===== src/rtl/wb_rr_arbiter.sv =====
// Round-robin Wishbone B4 arbiter: NUM_MASTERS masters share one wb_io port.
// Optional hung-slave timeout: define WB_ARB_TIMEOUT_EN to build it.
module wb_rr_arbiter #(
   parameter int NUM_MASTERS    = 2,
   parameter int TIMEOUT_CYCLES = 255
) (
   input  logic                      wb_clk_i,
   input  logic                      wb_rst_ni,
   input  logic [32*NUM_MASTERS-1:0] wbm_adr_i,
   input  logic [32*NUM_MASTERS-1:0] wbm_dat_i,
   input  logic [4*NUM_MASTERS-1:0]  wbm_sel_i,
   input  logic [NUM_MASTERS-1:0]    wbm_we_i,
   input  logic [NUM_MASTERS-1:0]    wbm_cyc_i,
   input  logic [NUM_MASTERS-1:0]    wbm_stb_i,
   input  logic [3*NUM_MASTERS-1:0]  wbm_cti_i,
   input  logic [2*NUM_MASTERS-1:0]  wbm_bte_i,
   output logic [32*NUM_MASTERS-1:0] wbm_dat_o,
   output logic [NUM_MASTERS-1:0]    wbm_ack_o,
   output logic [NUM_MASTERS-1:0]    wbm_err_o,
   output logic [NUM_MASTERS-1:0]    wbm_rty_o,
   output logic [31:0]               wbs_adr_o,
   output logic [31:0]               wbs_dat_o,
   output logic [3:0]                wbs_sel_o,
   output logic                      wbs_we_o,
   output logic                      wbs_cyc_o,
   output logic                      wbs_stb_o,
   output logic [2:0]                wbs_cti_o,
   output logic [1:0]                wbs_bte_o,
   input  logic [31:0]               wbs_dat_i,
   input  logic                      wbs_ack_i,
   input  logic                      wbs_err_i,
   input  logic                      wbs_rty_i,
   output logic [NUM_MASTERS-1:0]    grant_o
);

   localparam int NM = NUM_MASTERS;
   localparam int LW = (NM > 1) ? $clog2(NM) : 1;

   typedef enum logic {
      IDLE,
      BUSY
   } state_t;

   state_t        state_q;
   state_t        state_d;
   logic [NM-1:0] grant_q;
   logic [NM-1:0] grant_d;
   logic [LW-1:0] last_q;
   logic [LW-1:0] last_d;
   logic [LW-1:0] gidx;
   logic [LW-1:0] pick;
   logic [LW-1:0] cand;
   logic          pick_ok;
   logic          g_cyc;
   logic          g_stb;
   logic          timeout;

   // Index of the current owner, decoded from the one-hot grant
   always_comb begin
      gidx = '0;
      for (int m = 0; m < NM; m++) begin
         if (grant_q[m]) gidx = LW'(m);
      end
   end

   // Rotating priority: search last+1, last+2, ... with wrap-around
   always_comb begin
      int j;
      j       = 0;
      cand    = '0;
      pick    = last_q;
      pick_ok = 1'b0;
      for (int i = 1; i <= NM; i++) begin
         j = int'(last_q) + i;
         if (j >= NM) j = j - NM;
         cand = LW'(j);
         if (!pick_ok && wbm_cyc_i[cand]) begin
            pick    = cand;
            pick_ok = 1'b1;
         end
      end
   end

   // Owner's raw cycle/strobe; stb without cyc never reaches the bus
   always_comb begin
      g_cyc = 1'b0;
      g_stb = 1'b0;
      if (state_q == BUSY) begin
         g_cyc = wbm_cyc_i[gidx];
         g_stb = wbm_cyc_i[gidx] & wbm_stb_i[gidx];
      end
   end

   // Arbitration state register
   always_ff @(posedge wb_clk_i) begin
      if (!wb_rst_ni) begin
         state_q <= IDLE;
         grant_q <= '0;
         last_q  <= LW'(NM - 1);
      end else begin
         state_q <= state_d;
         grant_q <= grant_d;
         last_q  <= last_d;
      end
   end

   // Next state: grant on any request, release when the owner drops cyc
   always_comb begin
      state_d = state_q;
      grant_d = grant_q;
      last_d  = last_q;
      unique case (state_q)
         IDLE: begin
            if (pick_ok) begin
               state_d = BUSY;
               grant_d = NM'(1) << pick;
            end
         end
         BUSY: begin
            if (!g_cyc) begin
               state_d = IDLE;
               grant_d = '0;
               last_d  = gidx;
            end
         end
         default: begin
            state_d = IDLE;
            grant_d = '0;
         end
      endcase
   end

   // Shared port mux; zero whenever nobody owns the bus
   always_comb begin
      wbs_adr_o = '0;
      wbs_dat_o = '0;
      wbs_sel_o = '0;
      wbs_we_o  = 1'b0;
      wbs_cti_o = '0;
      wbs_bte_o = '0;
      for (int m = 0; m < NM; m++) begin
         if (grant_q[m]) begin
            wbs_adr_o = wbm_adr_i[32*m +: 32];
            wbs_dat_o = wbm_dat_i[32*m +: 32];
            wbs_sel_o = wbm_sel_i[4*m +: 4];
            wbs_we_o  = wbm_we_i[m];
            wbs_cti_o = wbm_cti_i[3*m +: 3];
            wbs_bte_o = wbm_bte_i[2*m +: 2];
         end
      end
      wbs_cyc_o = g_cyc;
      wbs_stb_o = g_stb & ~timeout;
   end

   // Responses go to the owner only; read data is broadcast
   always_comb begin
      wbm_dat_o = {NM{wbs_dat_i}};
      wbm_ack_o = grant_q & {NM{wbs_ack_i}};
      wbm_err_o = grant_q & {NM{wbs_err_i | timeout}};
      wbm_rty_o = grant_q & {NM{wbs_rty_i}};
      grant_o   = grant_q;
   end

`ifdef WB_ARB_TIMEOUT_EN
   localparam int CW = $clog2(TIMEOUT_CYCLES + 1);

   logic [CW-1:0] tcnt_q;
   logic          resp;

   assign resp    = wbs_ack_i | wbs_err_i | wbs_rty_i;
   assign timeout = g_stb & ~resp & (tcnt_q == CW'(TIMEOUT_CYCLES));

   // Count unanswered strobe cycles; any response or release restarts
   always_ff @(posedge wb_clk_i) begin
      if (!wb_rst_ni) begin
         tcnt_q <= '0;
      end else if (!g_cyc || resp || timeout) begin
         tcnt_q <= '0;
      end else if (g_stb) begin
         tcnt_q <= tcnt_q + 1'b1;
      end
   end
`else
   assign timeout = 1'b0;
`endif

endmodule

===== config.mk =====
export PLATFORM = sky130hd
export DESIGN_NAME = wb_rr_arbiter
export DESIGN_NICKNAME = d
export VERILOG_FILES = /design/src/rtl/wb_rr_arbiter.sv
export SDC_FILE = /design/constraint.sdc
export NUM_CORES = 1
export LEC_CHECK = 0
export CAP_MARGIN = 20
export CORE_AREA = 5 5 129 131
export CTS_BUF_LIST = sky130_fd_sc_hd__clkbuf_4 sky130_fd_sc_hd__clkbuf_8
export DETAILED_ROUTE_END_ITERATION = 16
export DIE_AREA = 0 0 134 136
export DONT_BUFFER_PORTS = 1
export GPL_ROUTABILITY_DRIVEN = 0
export MAX_ROUTING_LAYER = met4
export SYNTH_ARGS = -nofsm -noshare
export SYNTH_HDL_FRONTEND = slang
export SYNTH_SLANG_ARGS = --single-unit
export TNS_END_PERCENT = 100

===== constraint.sdc =====
create_clock -name wb_clk_i -period 1.2 [get_ports wb_clk_i]
set_clock_uncertainty 0.15 [all_clocks]
set_input_delay 0.06 -clock wb_clk_i [delete_from_list [all_inputs] [get_ports wb_clk_i]]
set_output_delay 0.06 -clock wb_clk_i [all_outputs]
set_load 0.05 [all_outputs]

# Word level (Yosys, flattened, before mapping)
# Cells that the tools add are included.
[classes]
eq_ne = 2
n_reduce_logical = 4
bitwise_logic = 6
n_shift = 1
magnitude_cmp = 5
add_sub_neg = 4
mux = 35
[op_table]
columns = ["operator", "count"]
rows = [
  ["two-way mux 32 bit", 4],
  ["two-way mux 1 bit", 21],
  ["two-way mux 2 bit", 4],
  ["two-way mux 4 bit", 2],
  ["AND 2 bit", 3],
  ["less-than comparator 1 x 2 -> 1 bit, second input constant", 3],
  ["two-way mux 3 bit", 2],
  ["inequality test 2 bit, second input constant", 2],
  ["case mux 2 bit (2 select lines)", 1],
  ["AND reduction 2 bit", 2],
  ["adder 1 x 2 -> 3 bit, second input constant", 1],
  [">= comparator 3 x 2 -> 1 bit, second input constant", 1],
  ["adder 1 x 1 -> 2 bit, second input constant", 1],
  [">= comparator 2 bit, second input constant", 1],
  ["NOT 1 bit", 2],
  ["case mux 1 bit (2 select lines)", 1],
  ["<< shifter 1 x 1 -> 2 bit, first input constant", 1],
  ["subtractor 1 bit, second input constant", 2],
  ["AND 1 bit", 1],
  ["logical AND 1 bit", 1],
  ["logical NOT 1 bit", 1],
]
[word_totals]
wordCells = 60
regBits = 4
out_inout_bits = 148

# Depth between registers and ports, before layout
# Gate-level depths: netlist of run 1.
[depth]
ltp_word = 12
ltp_mapped = 5
depth_no_buf = 3

# Worst setup path before layout of run 1
# OpenSTA, ideal clock, no wires.
[synth_path]
kind = "register -> output"
from = "reg grant_q[1], in the netlist grant_o[1]"
to = "out wbs_stb_o"
path_stages_with_launch = 5
path_slack_ns = -1.109
t_required_ns = 0.990
arrival_time_ns = 2.099
path_buffers = 1
path_cell_list = "dfxtp_1 buf_6 mux2i_1 nor2b_1 nor2b_1"
[synth_between]
elab_chain_len = 5
word_cells_on_any_way = 7
[synth_lines]
columns = ["element", "line_no", "rtl"]
rows = [
  ["start, declared", "46", "logic [NM-1:0] grant_q;"],
  ["start signal, assigned", "102", "grant_q <= grant_d;"],
  ["two-way mux 1 bit *", "62", "if (grant_q[m]) gidx = LW'(m);"],
  ["two-way mux 1 bit (not written as such) (2 in a row)", "90", "g_stb = wbm_cyc_i[gidx] & wbm_stb_i[gidx];"],
  ["AND 1 bit *", "90", ""],
  ["two-way mux 1 bit *", "88", "if (state_q == BUSY) begin"],
  ["end, declared", "26", "output logic wbs_stb_o,"],
]
# Every way passes the cells marked *; elsewhere a longest branch is shown, timed or not. The select of a mux whose other input is x is not followed.

# Final worst setup path of run 1
# Same ends and word-level chain as after synthesis.

==> results of run 1 <==
[power breakdown]
group	internal, mW	total (mW)	switching, mW
combinational	1.00	2.69	1.69
clock	0.250	0.322	0.0725
sequential	0.146	0.162	0.0165
total	1.40	3.17	1.77
[final timing paths]
kind,from,endpoint,cells after the start
setup / recovery,grant_o[1]$_SDFFE_PN0P_,wbs_stb_o,5
hold / removal,wbm_cyc_i[1],grant_o[1]$_SDFFE_PN0P_,3
setup reg to reg,grant_o[1]$_SDFFE_PN0P_,state_q$_SDFF_PN0_,5
hold reg to reg,last_q$_SDFFE_PN1P_,last_q$_SDFFE_PN1P_,2
[final cells by class]
class / instances / area share, %
timing repair buffer: 96 / 46.4
multi-input combinational: 96 / 41.9
tap: 192 / 7.35
sequential: 4 / 2.68
clock buffer: 4 / 1.49
inverter: 2 / 0.230
[per-layer routing]
| layer | vias up | global-route usage, % | part of all wire, % |
|---|---|---|---|
| li1 | 671 | - | - |
| met3 | 10 | 0.777 | 6.9 |
| met2 | 160 | 15.9 | 54 |
| met1 | 770 | 10.6 | 38 |
| met4 | 0 | 1.66 | 1.2 |
| met5 | - | - | 0 |
[kinds of logic after synthesis]
family	after synthesis
DFF	4
AOI/OAI and AO/OA	83
muxes	2
buffers and inverters	84
and+or+nand+nor	11
[synth_stat cells]
master	count
mux2i_1	2
clkbuf_1	5
buf_2	3
nand2b_1	1
inv_1	2
o21ai_1	1
buf_6	8
a21oi_1	2
and2_1	6
dfxtp_1	4
o211a_1	1
o21a_1	1
a22o_1	74
nor2b_4	1
nor2b_1	3
buf_4	66
a211o_1	2
a21boi_1	2
[state kept, by name, indices dropped and copies added (netlist names)]
register and cells:
grant_o 2, last_q 1, state_q 1
[metrics by stage]
step	utilization [%]	instance area, um^2	cells	worst slack, ns
6_report	21.1	3270	394	-0.417
4_1_cts	19.7	3060	389	-0.397
2_1_floorplan	-	1780	184	-0.314
3_5_place_dp	14.5	2240	345	-0.199
3_3_place_gp	14.5	2240	345	-0.161
5_1_grt	21.1	3270	394	-0.453
[worst max-delay path: cells and delay by family (launching register included)]
kind | cells | cell delay (ns)
and+or+nand+nor | 2 | 0.33
muxes | 1 | 0.20
DFF | 1 | 0.36
buffers and inverters | 2 | 0.30
[cell usage in the layout (no fill, tap or decap)]
cell type / synthesis / final
nor2b_1: 3 / 1
a22o_2: 0 / 20
and2_4: 0 / 6
a211o_1: 2 / 2
o211a_1: 1 / 1
dfxtp_4: 0 / 2
clkbuf_4: 0 / 1
o21a_1: 1 / 1
buf_16: 0 / 2
dfxtp_1: 4 / 2
buf_4: 66 / 7
a21boi_2: 0 / 1
clkbuf_16: 0 / 2
a21boi_1: 2 / 1
inv_1: 2 / 1
dlymetal6s4s_1: 0 / 32
buf_12: 0 / 38
bufbuf_16: 0 / 1
a21oi_1: 2 / 1
dlygate4sd3_1: 0 / 3
a21oi_2: 0 / 1
nand2b_1: 1 / 1
a22o_4: 0 / 54
buf_8: 0 / 3
buf_6: 8 / 8
mux2i_4: 0 / 2
inv_2: 0 / 1
clkbuf_8: 0 / 3
nor2b_4: 1 / 3
o21ai_1: 1 / 1
[repair_timing]
item,in CTS,in global routing
endpoints found under the hold margin,68,0
setup endpoints to repair,85,150
setup buffers,2,3
hold buffers,35,0
cloned,3,2
pin swaps,3,2
resized for setup,56,45
==> flow_summary.json, run 1 <==
{
  "status": "finished with violations",
  "fp-row-count": 46,
  "nets": 392,
  "p_total_mw": 3.17,
  "synth.distinct_cells": 18,
  "vias": 1611,
  "syn_inst": 184,
  "postSynthNetCount": 373,
  "synth_area_leaders": "a22o_1, buf_4, buf_6",
  "core_um2": 15500,
  "cp-start-kind": "register",
  "cts_tree": "built",
  "p_leak_nw": 1.65,
  "synthAdderAreaFrac_pct": 0,
  "crit_path_max_fanout": 4,
  "slew_headroom_pct": 33.6,
  "worstPathRequired_ns": 0.99,
  "cp_common_cell": "nor2b_4",
  "antenna_found_initial": 0,
  "cap_violations": 0,
  "track_usage_pct": 8.74,
  "critPathArrivalTime_ns": 1.41,
  "synthMuxAreaShare_pct": 1.32,
  "cts_made_buffers": 3,
  "num_antenna_cells": 0,
  "synth_top_family_by_area": "compound AO/OA/AOI/OAI gates",
  "dieArea_um2": 18200,
  "path_clk_slew_ns": 0.04,
  "setup_viol": 85,
  "grt_pass1_wl_mm": 11.8,
  "regArea_um2": 87.6,
  "die_w_um": 134,
  "synth_warnings": 0,
  "worstSetupPathType": "register to output port",
  "worst_slack_ns": -0.417,
  "ys_seq_area_share_pct": 5.28,
  "io_pins": 337,
  "synthSimpleGateAreaFrac_pct": 5.03,
  "syn2layout_area_growth_pct": 116,
  "dieHeight_um": 136,
  "drive_above_1_share_pct": 76.7,
  "yosysTopAreaCell": "a22o_1",
  "floorplan.initialDensity_pct": 9.79,
  "hp-class": "primary input to register",
  "routed_wl_mm": 9.53,
  "worstSetupEndpointType": "output port",
  "power_density_nw_per_um2": 970,
  "hold_viol": 0,
  "failed_checks": "negative setup slack",
  "overflow": 0,
  "worst_skew_pair.late_latency_ns": 0.22,
  "maxClockFrequency_ghz": 0.618,
  "clkSinkCount": 4,
  "dr.first_iter.drc_count": 50,
  "drc": 0,
  "cts-root-buf": "clkbuf_8",
  "rsz0062_at_grt": "true",
  "max_stage_delay_ns": 0.36,
  "finalSetupTns_ns": -26.95,
  "fin_crit_ns": 1.62,
  "antenna_left": 0,
  "multi_input_area_um2": 1370,
  "cpMaxStageDelayCell": "dfxtp_4",
  "synth_xor_area_share_pct": 0,
  "ys_ff_latch": 4,
  "synth_compound_area_share_pct": 47.0,
  "ctsHtreeMaxLevel": 1,
  "path_cells": "buf_4, mux2i_4, nor2b_4, nor2b_4, buf_12",
  "worst-r2r-setup-slack_ns": -0.17,
  "grt_pass1_vias": 1750,
  "wl_per_cell_um": 24.2,
  "syn-cell-area_um2": 1520,
  "final-max-slew-violation-count": 0,
  "first_pass_iters": 4,
  "portBuffers": 0,
  "fillers": 1627,
  "cts_buffer_depth": 2,
  "hpwl_mm": 7.39,
  "grt_max_degree": 24,
  "whs_ns": 0.0160,
  "viasPerCell": 4.09,
  "min_period_over_period_pct": 135,
  "vdd_drop_max_mv": 0.343,
  "tightestPinTransition_ns": 1.00,
  "syn_avg_cell_area_um2": 8.24,
  "synth_top_area_share_pct": 42.7
}
Note: power is estimated with default switching activity, not from simulation.
==> inputs of run 2 (changes only) <==
- CORE_AREA: 5 5 129 131 -> 5 5 128 130
- DIE_AREA: 0 0 134 136 -> 0 0 133 135
- clock period: 1.2 -> 1.5 ns (I/O delays scaled with it)
==> run 2 against run 1 <==
Compared with the run above: clock power is 18% lower; global-route usage is 0.81 points lower; via count is 4.9% lower; highest routed layer unchanged; combinational power is 32% lower; core utilization is 0.56 points lower; largest power group unchanged; critical path type unchanged; total power is 30% lower; largest cell class is now multi-input gates; the flow still finishes with violations (negative setup slack).
==> flow_summary.json, run 2 (synthesis gave the netlist of run 1 again) <==
{
  "crit_path_max_fanout": 8,
  "cts-root-buf": "clkbuf_8",
  "power_density_nw_per_um2": 719,
  "failed_checks": "negative setup slack",
  "nets": 364,
  "status": "finished with violations",
  "cts_tree": "built",
  "fp-row-count": 45,
  "vdd_drop_max_mv": 0.223,
  "pre_cts_slack_ns": 0.103,
  "power.internal_mw": 1.12,
  "reg2reg_depth": 4,
  "swShare_pct": 49.6,
  "core_um2": 15000,
  "hpwl_mm": 6.29,
  "min_path_cells": 0,
  "cp-start-kind": "register",
  "wl_per_cell_um": 26.2,
  "worstPathRequired_ns": 1.27,
  "first_pass_iters": 4,
  "dr.first_iter.drc_count": 45,
  "maxClockFrequency_ghz": 0.626,
  "p_leak_nw": 1.35,
  "worstSetupPathType": "register to output port",
  "path_clk_slew_ns": 0.04,
  "routed_wl_mm": 9.48,
  "overflow": 0,
  "clock_power_share_pct": 11.8,
  "grt_max_degree": 41,
  "mostFrequentLayoutCell": "a22o_4",
  "rsz0062_at_grt": "true",
  "vias": 1532,
  "cap_violations": 0,
  "fillers": 1545,
  "fin_crit_ns": 1.60,
  "tightestPinTransition_ns": 0.228,
  "num_antenna_cells": 0,
  "worst_slack_ns": -0.0982,
  "cts_made_buffers": 3,
  "floorplan.initialDensity_pct": 10.1,
  "viasPerCell": 4.23,
  "whs_ns": 0.0000242,
  "portBuffers": 0,
  "worstSetupEndpointType": "output port",
  "place_area_um2": 2130,
  "die_w_um": 133,
  "clkSinkCount": 4,
  "io_pins": 337,
  "min_period_over_period_pct": 107,
  "drive_above_1_share_pct": 87.4,
  "final_cell_area_um2": 3090,
  "largest_reg_flops": 2,
  "seqPwrFrac_pct": 5.8,
  "ctsHtreeMaxLevel": 1,
  "setup_viol": 59,
  "hp-class": "primary input to output port",
  "critPathArrivalTime_ns": 1.37,
  "power_frac_comb_pct": 82.4,
  "antenna_found_initial": 0,
  "final-max-slew-violation-count": 0,
  "final_cell_mix": "a22o_4, buf_12, buf_4",
  "grt_pass1_wl_mm": 10.8,
  "slew_headroom_pct": 84.8,
  "p_total_mw": 2.22,
  "drc": 0,
  "p_sw_mw": 1.10,
  "syn2layout_area_growth_pct": 104,
  "dieHeight_um": 135,
  "grt_pass1_vias": 1670,
  "worst_skew_pair.late_latency_ns": 0.22,
  "antenna_left": 0,
  "hold_viol": 0,
  "fin_util_pct": 20.6,
  "cts_buffer_depth": 2,
  "dieArea_um2": 18000,
  "track_usage_pct": 7.93
}
-- run 2: changes by cell type in the layout (fill, tap and decap cells not counted), moves of 2 or more --
| cell | change |
|---|---|
| dlymetal6s4s_1 | -32 |
| a22o_2 | -14 |
| a22o_4 | +14 |
| buf_6 | -7 |
| clkbuf_16 | +6 |
| buf_12 | +5 |
| and2_1 | +3 |
| and2_4 | -3 |
| buf_4 | +2 |
| buf_8 | -2 |
-- run 2: power groups by stage --
stage	Combinational (mW)	Clock, mW	Sequential [mW]
CTS	1.63	0.261	0.127
floorplan	1.46	0	0.135
finish	1.83	0.263	0.129
global placement	1.44	0	0.131
detailed placement	1.45	0	0.134
global route	1.88	0.276	0.130
-- run 2: routing by layer --
layer | track usage, % | routed length (um) | up-vias
li1 | - | - | 617
met3 | 2.01 | 786 | 33
met5 | - | 0 | -
met4 | 3.75 | 377 | 0
met1 | 6.41 | 2810 | 724
met2 | 16.4 | 5510 | 158
-- run 2: worst max-delay path: stages (launching register included) --
cell	delay, ns
dfxtp_4	0.35
nor2b_4	0.17
buf_12	0.19
buf_12	0.14
a22o_2	0.16
buf_12	0.14
-- run 2: worst paths after layout --
kind,from,endpoint,slack [ns]
setup / recovery,grant_o[1]$_SDFFE_PN0P_,wbs_we_o,-0.1
hold / removal,wbs_dat_i[30],wbm_dat_o[30],0.00002
setup reg to reg,grant_o[1]$_SDFFE_PN0P_,grant_o[0]$_SDFFE_PN0P_,0.17
hold reg to reg,last_q$_SDFFE_PN1P_,last_q$_SDFFE_PN1P_,0.41
-- run 2: layout make-up --
class,instances,area [um^2],share of cell area [%]
Multi-Input combinational cell,96,1450,46.8
Timing Repair Buffer,68,1270,41.0
Tap cell,188,235,7.61
Sequential cell,4,85.1,2.75
Clock buffer,4,48.8,1.58
Inverter,2,7.51,0.243
-- run 2: timing repair --
| action | CTS | global route |
|---|---|---|
| setup endpoints to repair | 79 | 79 |
| cloned | 2 | 9 |
| hold endpoints to repair | 4 | 2 |
| hold buffers | 2 | 1 |
| resized for setup | 45 | 43 |
| setup buffers | 3 | 2 |
-- run 2: stage by stage --
| stage | TNS, ns | instances |
|---|---|---|
| floorplan | -0.0293 | 184 |
| global placement | 0 | 340 |
| detailed placement | 0 | 340 |
| CTS | -4.47 | 351 |
| global route | -5.70 | 362 |
| finish | -3.35 | 362 |
==> inputs of run 3 (changes only) <==
- REMOVE_ABC_BUFFERS: default -> 1
==> run 3 against run 2 <==
Compared with the run above: the run still ends with negative setup slack left; clock power hardly changed; cell count increased by 8.0%; via count is 8.9% higher; die area is the same.
==> flow_summary.json, run 3 (synthesis gave the netlist of run 1 again) <==
{
  "nets": 393,
  "grt_pass1_wl_mm": 13.5,
  "largest_reg_flops": 2,
  "grt_pass1_vias": 1783,
  "cp-start-kind": "register",
  "final-max-slew-violation-count": 0,
  "fp-row-count": 45,
  "antenna_found_initial": 0,
  "drive_above_1_share_pct": 74.4,
  "core_um2": 15000,
  "fin_crit_ns": 1.62,
  "antenna_left": 0,
  "hpwl_mm": 9.17,
  "maxClockFrequency_ghz": 0.616,
  "cts_made_buffers": 3,
  "syn2layout_area_growth_pct": 130,
  "io_pins": 337,
  "die_w_um": 133,
  "overflow": 0,
  "critPathArrivalTime_ns": 1.40,
  "final_cell_mix": "buf_12, a22o_4, a22o_1",
  "wl_per_cell_um": 29.2,
  "hp-class": "primary input to output port",
  "viasPerCell": 4.27,
  "place_area_um2": 2840,
  "fillers": 1539,
  "cpMaxStageDelayCell": "dfxtp_4",
  "worstSetupEndpointType": "output port",
  "setup_viol": 75,
  "dieHeight_um": 135,
  "tightestPinTransition_ns": 0.307,
  "rsz0062_at_grt": "true",
  "hold_viol": 0,
  "floorplan.initialDensity_pct": 10.1,
  "status": "finished with violations",
  "multi_input_area_um2": 1250,
  "pre_cts_slack_ns": 0.116,
  "cap_violations": 0,
  "drc": 0,
  "ctsHtreeMaxLevel": 1,
  "num_antenna_cells": 0,
  "p_leak_nw": 1.48,
  "cts-root-buf": "clkbuf_8",
  "vdd_drop_max_mv": 0.239,
  "met2_usage_pct": 14.4,
  "use_met1_pct": 10.8,
  "final_cell_area_um2": 3490,
  "worstSetupPathType": "register to output port",
  "vias": 1668,
  "track_usage_pct": 10.6,
  "slew_headroom_pct": 79.5,
  "first_pass_iters": 4,
  "dr.first_iter.drc_count": 50,
  "cts_tree": "built",
  "whs_ns": 0.0000551,
  "worstPathRequired_ns": 1.27,
  "cp_common_cell": "buf_12",
  "worst_slack_ns": -0.124,
  "cts_buffer_depth": 2,
  "critical_path.top_delay_family": "buffers and inverters",
  "portBuffers": 0,
  "grt.busiest_layer": "met2",
  "worst_skew_pair.late_latency_ns": 0.22,
  "grt_max_degree": 42,
  "power_density_nw_per_um2": 699,
  "failed_checks": "negative setup slack",
  "max_stage_delay_ns": 0.39,
  "dieArea_um2": 18000,
  "crit_buf_inv": 3,
  "regArea_um2": 85.1,
  "crit_path_max_fanout": 20,
  "path_clk_slew_ns": 0.04,
  "routed_wl_mm": 11.4,
  "min_period_over_period_pct": 108,
  "met3_usage_pct": 11.6,
  "clkSinkCount": 4,
  "mostFrequentLayoutCell": "buf_12",
  "path_cells": "nor2b_4, buf_4, buf_12, a22o_4, buf_12"
}
-- run 3: cell types whose count changed in the layout (fill, tap and decap cells not counted), sizes merged --
| cell | change |
|---|---|
| buf | +35 |
| clkbuf | -6 |
-- run 3: layer usage --
layer,wire (um),vias to the layer above
li1,-,667
met3,2450,0
met2,5060,244
met4,0,0
met5,0,-
met1,3920,757
-- run 3: area by class of cell --
class	count	share of cell area [%]
Timing Repair Buffer	97	53.5
Inverter	2	0.215
Multi-Input combinational cell	96	35.7
Tap cell	188	6.74
Clock buffer	4	1.40
Sequential cell	4	2.44
-- run 3: power by group --
group,leakage (nW),internal [mW],total (mW),switching (mW)
clock network,0.0262,0.200,0.261,0.0606
registers,0.0342,0.117,0.131,0.0131
logic,1.42,0.994,2.05,1.05
-- run 3: path summary, 6_finish.rpt --
path                      startpoint                       to  slack [ns]  cells past startpoint
max          grant_o[1]$_SDFFE_PN0P_            wbs_adr_o[25]       -0.12                      5
min                    wbs_dat_i[12]            wbm_dat_o[12]     0.00006                      0
max reg2reg  grant_o[1]$_SDFFE_PN0P_  grant_o[1]$_SDFFE_PN0P_        0.03                      4
min reg2reg      last_q$_SDFFE_PN1P_      last_q$_SDFFE_PN1P_        0.40                      2
-- run 3: stage by stage --
stage / power [mW] / TNS (ns) / std cells / util (%)
2_1_floorplan: 1.05 / -151.00 / 102 / -
3_3_place_gp: 1.93 / 0 / 377 / 18.9
3_5_place_dp: 1.96 / 0 / 377 / 18.9
4_1_cts: 2.24 / -5.93 / 384 / 19.7
5_1_grt: 2.52 / -9.71 / 391 / 23.2
6_report: 2.44 / -6.40 / 391 / 23.2
-- run 3: repair_timing --
action,CTS,global route
setup buffers,0,2
hold endpoints to repair,4,0
resized for setup,6,50
gates cloned,0,5
endpoints found under the setup margin,75,76
pin swaps,0,1
hold buffers,3,0
-- run 3: worst reg2reg max path, cell delays in order, from the launching register on --
cell and delay (ns):
dfxtp_4 0.39, buf_12 0.28, inv_1 0.09, a211o_1 0.26
a21boi_1 0.21
